File: src/rtl/adc_spi_responder.sv
// rtl/adc_spi_responder.sv - SPI responder streaming a test-pattern ADC sample and capturing mosi words.
module adc_spi_responder #(
  parameter int DATA_W = 12,
  parameter int LEAD_Z = 4,
  localparam int FRAME_LEN = LEAD_Z + DATA_W,
  localparam int CNT_W = $clog2(FRAME_LEN + 1)
) (
  input  logic                 clk,
  input  logic                 reset,
  input  logic                 cs_n,
  input  logic                 sclk,
  input  logic                 mosi,
  input  logic                 direction,
  output logic                 miso,
  output logic                 miso_oe,
  output logic [DATA_W-1:0]    sample,
  output logic [FRAME_LEN-1:0] rx_word,
  output logic                 frame_done,
  output logic                 frame_abort
);

  typedef enum logic [1:0] {IDLE, SHIFT, WAIT_CS} state_t;

  localparam logic [DATA_W-1:0] SAMPLE_ONE = 1;
  localparam logic [CNT_W-1:0]  CNT_ONE    = 1;
  localparam logic [CNT_W-1:0]  CNT_LAST   = CNT_W'(FRAME_LEN);

  logic [2:0] cs_s, sclk_s;
  logic [1:0] mosi_s;
  logic [1:0] fill_q;
  logic       armed_q;

  state_t                state_q, state_n;
  logic [FRAME_LEN-1:0]  tx_sr_q, tx_sr_n;
  logic [FRAME_LEN-1:0]  rx_sr_q, rx_sr_n;
  logic [CNT_W-1:0]      cnt_q, cnt_n;
  logic [DATA_W-1:0]     sample_q, sample_n;
  logic [FRAME_LEN-1:0]  rx_word_q, rx_word_n;
  logic                  done_q, done_n;
  logic                  abort_q, abort_n;

  logic cs_fall, cs_rise, sclk_rise, sclk_fall;

  // A cs_n low that was already present at reset release must not look like a
  // fresh falling edge, so frames are only armed once a real high level is seen.
  always_ff @(posedge clk) begin
    if (reset) begin
      cs_s    <= 3'b111;
      sclk_s  <= 3'b111;
      mosi_s  <= 2'b00;
      fill_q  <= 2'b00;
      armed_q <= 1'b0;
    end else begin
      cs_s   <= {cs_s[1:0], cs_n};
      sclk_s <= {sclk_s[1:0], sclk};
      mosi_s <= {mosi_s[0], mosi};
      fill_q <= {fill_q[0], 1'b1};
      if (fill_q[1] && cs_s[1]) armed_q <= 1'b1;
    end
  end

  assign cs_fall   =  cs_s[2]   & ~cs_s[1];
  assign cs_rise   = ~cs_s[2]   &  cs_s[1];
  assign sclk_rise = ~sclk_s[2] &  sclk_s[1];
  assign sclk_fall =  sclk_s[2] & ~sclk_s[1];

  always_ff @(posedge clk) begin
    if (reset) begin
      state_q   <= IDLE;
      tx_sr_q   <= '0;
      rx_sr_q   <= '0;
      cnt_q     <= '0;
      sample_q  <= '0;
      rx_word_q <= '0;
      done_q    <= 1'b0;
      abort_q   <= 1'b0;
    end else begin
      state_q   <= state_n;
      tx_sr_q   <= tx_sr_n;
      rx_sr_q   <= rx_sr_n;
      cnt_q     <= cnt_n;
      sample_q  <= sample_n;
      rx_word_q <= rx_word_n;
      done_q    <= done_n;
      abort_q   <= abort_n;
    end
  end

  always_comb begin
    state_n   = state_q;
    tx_sr_n   = tx_sr_q;
    rx_sr_n   = rx_sr_q;
    cnt_n     = cnt_q;
    sample_n  = sample_q;
    rx_word_n = rx_word_q;
    done_n    = 1'b0;
    abort_n   = 1'b0;
    case (state_q)
      IDLE: begin
        if (cs_fall && armed_q) begin
          tx_sr_n = FRAME_LEN'(sample_q);
          rx_sr_n = '0;
          cnt_n   = '0;
          state_n = SHIFT;
        end
      end
      SHIFT: begin
        // cs_n edges win over any sclk edge seen in the same clk
        if (cs_rise) begin
          abort_n = 1'b1;
          state_n = IDLE;
        end else if (sclk_rise) begin
          rx_sr_n = {rx_sr_q[FRAME_LEN-2:0], mosi_s[1]};
        end else if (sclk_fall) begin
          tx_sr_n = {tx_sr_q[FRAME_LEN-2:0], 1'b0};
          cnt_n   = cnt_q + CNT_ONE;
          if (cnt_n == CNT_LAST) state_n = WAIT_CS;
        end
      end
      WAIT_CS: begin
        if (cs_rise) begin
          done_n    = 1'b1;
          rx_word_n = rx_sr_q;
          sample_n  = direction ? sample_q + SAMPLE_ONE : sample_q - SAMPLE_ONE;
          state_n   = IDLE;
        end
      end
      default: state_n = IDLE;
    endcase
  end

  assign miso        = (state_q == SHIFT) ? tx_sr_q[FRAME_LEN-1] : 1'b0;
  assign miso_oe     = (state_q == SHIFT);
  assign sample      = sample_q;
  assign rx_word     = rx_word_q;
  assign frame_done  = done_q;
  assign frame_abort = abort_q;

endmodule

File: config.mk
export PLATFORM = sky130hd
export DESIGN_NAME = adc_spi_responder
export DESIGN_NICKNAME = d
export VERILOG_FILES = /design/src/rtl/adc_spi_responder.sv
export SDC_FILE = /design/constraint.sdc
export NUM_CORES = 1
export LEC_CHECK = 0
export ABC_AREA = 0
export BUFFER_PORTS_ARGS = -buffer_cell sky130_fd_sc_hd__clkbuf_2
export CAP_MARGIN = 10
export CELL_PAD_IN_SITES_DETAIL_PLACEMENT = 1
export CELL_PAD_IN_SITES_GLOBAL_PLACEMENT = 1
export CORE_MARGIN = 1.5
export CORE_UTILIZATION = 44
export CTS_CLUSTER_SIZE = 8
export DETAILED_ROUTE_END_ITERATION = 6
export GPL_TIMING_DRIVEN = 0
export PLACE_DENSITY = 0.87
export SYNTH_ARGS = -nofsm -noshare
export SYNTH_HDL_FRONTEND = slang
export SYNTH_SLANG_ARGS = --single-unit
File: constraint.sdc
create_clock -name clk -period 2.7 [get_ports clk]
set_input_delay 0 -clock clk [delete_from_list [all_inputs] [get_ports clk]]
set_output_delay 0 -clock clk [all_outputs]
set_load 0.05 [all_outputs]
==> run_results.csv <==
group,metric,value,unit
clock_network,postCtsSetupBuffers,0,
clock_network,cts_tree,"yes",
pwr,power_density,573,nW/um^2
sta,fin_skew,0.00998,ns
synth,syn_inst,395,
pwr,power,2.37,mW
run,drv_cap,0,
pwr,cell_internal_pwr,1.78,mW
pwr,ir_worst_vdd,0.329,mV
synth,synth_nets,413,
pwr,p_sw_share,25.2,%
cells_and_area,diodes,0,
sta,worst_pin_slew,0.660,ns
sta,tns,0,ns
synth,netlist_area,3570,um^2
sta,rsz0062_at_grt,"false",
cells_and_area,design_area,4140,um^2
floorplan,die_area,8660,um^2
detailed_routing,via_per_inst,5.73,
detailed_routing,wl_per_cell,18.1,um
placed_design,post-dp-hpwl,6.85,mm
synth,synthArstFlopShare,0,%
pwr,p_leak,1.59,nW
global_route,first_global_vias,3274,
sta,setup_viol,0,
placed_design,placed_cell_area,3870,um^2
worst_hold_path,min_path_type,"in -> reg",
cells_and_area,drive_gt1_share,20.0,%
synth,synth.avg_cell_area,9.03,um^2
critical_path,end_kind,"register",
sta,period_minus_slack,2.23,ns
sta,period_share,82.6,%
floorplan,boundaryPins,38,
critical_path,crit_path_start_kind,"register",
detailed_routing,drc_errors,0,
cells_and_area,multi_input_area,1830,um^2
pwr,power.switching,0.599,mW
global_route,grt_pass1_wl,16.4,mm
critical_path,worst-setup-path-type,"reg -> reg",
sta,fin_ws,0.470,ns
detailed_routing,ant_nets,0,
clock_network,hold_buffers,3,
clock_network,cts_buffers,9,
floorplan,rows,32,
run_status,outcome,"completed",
critical_path,required,2.96,ns
detailed_routing,drt_wl_total,10.0,mm
placed_design,numPortBuffers,36,
cells_and_area,area_delta_synth_final,16.1,%
clock_network,clkSinkCount,80,
synth,yosysWarningCount,0,
cells_and_area,post-route-util,53.0,%
clock_network,insertion_delay,0.38,ns
clock_network,cts_resized,0,
clock_network,cts_root_buffer,"clkbuf_8",
floorplan,core,7810,um^2
detailed_routing,dr_total_vias,3161,
sta,finalHoldViolCount,0,
sta,whs,0.139,ns
placed_design,post-place-cells,533,
critical_path,cp_max_fo,6,
cells_and_area,nFillCells,936,
detailed_routing,drt_iter0_markers,114,
cells_and_area,fin_cells,552,
clock_network,clk_pin_slew_worst_paths,0.09,ns
sta,max_freq,0.448,GHz
critical_path,arrival,2.49,ns
floorplan,initial_core_util,45.7,%
pwr,clockPowerShare,44.3,%
global_route,gr-total-overflow,0,
synth,synth-edff-count,0,
clock_network,clock_tree.buffer_depth,2,
placed_design,place.gp.congestion,0.825,
synth,yosysSeqAreaShare,44.9,%
sta,drv_slew,0,
cells_and_area,seqCellArea,1600,um^2
floorplan,fp.dieH,93.0,um
sta,maxSlewHeadroom,56.0,%
global_route,grtUsageTotal,24.8,%
pwr,comb_power_share,5.1,%
pwr,pwr-share-seq,50.7,%
cells_and_area,fin_nets,463,
synth,synth_seq_cells,80,
global_route,grt_antenna_before_repair,0,
global_route,grt_max_degree,17,
synth,synth-main-ff-cell,"dfxtp_1",
clock_network,htreeDepth,3,
placed_design,pre_cts_slack,0.426,ns
floorplan,chipWidth,93.0,um
detailed_routing,drt_pass1_iterations,4,
synth,ys_types,56,
sequential cells by signal (all words and copies together) (netlist names):
name	count
armed_q	1
cnt_q	5
cs_s	3
fill_q	2
frame_abort	1
frame_done	1
mosi_s	2
rx_sr_q	16
rx_word	16
sample	12
sclk_s	3
state_q	2
tx_sr_q	16
placed cells by master, fill, tap and decap left out, drive strengths merged, types with 4 or more instances in the layout:
| cell type | Yosys | routed |
|---|---|---|
| a21o | 7 | 7 |
| a21oi | 35 | 35 |
| a22oi | 22 | 22 |
| a311oi | 13 | 13 |
| buf | 12 | 12 |
| clkbuf | 11 | 56 |
| dfxtp | 80 | 80 |
| ha | 11 | 11 |
| inv | 2 | 5 |
| nand2 | 69 | 69 |
| nand2b | 7 | 7 |
| nand3 | 6 | 6 |
| nor2 | 48 | 48 |
| nor2b | 8 | 8 |
| nor3 | 4 | 4 |
| o21ai | 8 | 8 |
| or2 | 6 | 6 |
| or3 | 5 | 5 |
| xnor2 | 4 | 4 |
cells in the mapped netlist, drive strengths merged, types with 4 or more instances:
cell / instances / share of area, %
a21o: 7 / 1.5
a21oi: 35 / 4.9
a22oi: 22 / 4.6
a311oi: 13 / 4.6
buf: 12 / 2.3
clkbuf: 11 / 1.2
dfxtp: 80 / 45
ha: 11 / 3.9
nand2: 69 / 7.5
nand2b: 7 / 1.6
nand3: 6 / 0.84
nor2: 48 / 5.1
nor2b: 8 / 1.4
nor3: 4 / 0.70
o21ai: 8 / 1.1
or2: 6 / 1.1
or3: 5 / 0.88
xnor2: 4 / 0.98
final timing paths:
| path | endpoint | cells past startpoint | startpoint | slack [ns] |
|---|---|---|---|---|
| setup / recovery | sample[8] | 6 | sample[0] | 0.47 |
| hold / removal | sample[11] | 3 | reset | 0.14 |
| hold reg to reg | cs_s[1] | 1 | cs_s[0] | 0.41 |
| setup reg to reg | sample[8] | 6 | sample[0] | 0.47 |
cell families (layout without fill, tap and decap cells):
family	Yosys count	after routing	share of synthesized area [%]
xor gates and xnor gates	6	6	1.47
buffers and inverters	26	81	3.79
adders and majority gates	12	12	4.42
DFF	80	80	44.9
and+or+nand+nor	165	165	22.7
AOI/OAI and AO/OA	103	103	21.8
muxes	3	3	0.912
per-layer routing:
layer	vias up	routed length [um]	track usage, %
met5	-	0	0
met4	0	300	10.6
met3	25	437	5.93
met2	77	4830	42.0
met1	1557	4430	29.8
li1	1502	-	-
power by group through the flow:
| stage | sequential (mW) | combinational, mW | clock [mW] |
|---|---|---|---|
| 2_1_floorplan | 1.23 | 0.0839 | 0 |
| 3_3_place_gp | 1.23 | 0.110 | 0 |
| 3_5_place_dp | 1.23 | 0.116 | 0 |
| 4_1_cts | 1.20 | 0.120 | 1.07 |
| 5_1_grt | 1.21 | 0.132 | 1.10 |
| 6_report | 1.20 | 0.120 | 1.05 |
critical path: stages (launching register included):
cell and delay [ns]:
dfxtp_1 0.43, fa_1 0.47, a21o_1 0.18, a21o_1 0.22, a2111oi_0 0.55, or3_1 0.20
nand3_1 0.06
cell type report:
class | count | area share, %
plain buffers | 23 | 2.96
clock buffers | 9 | 2.99
clock inverters | 7 | 2.69
inverters | 3 | 0.302
multi-input cells | 289 | 44.2
flip-flops and latches | 80 | 38.7
well taps | 102 | 3.08
repair buffers | 39 | 5.08
Note: power is estimated with default switching activity, not from simulation.
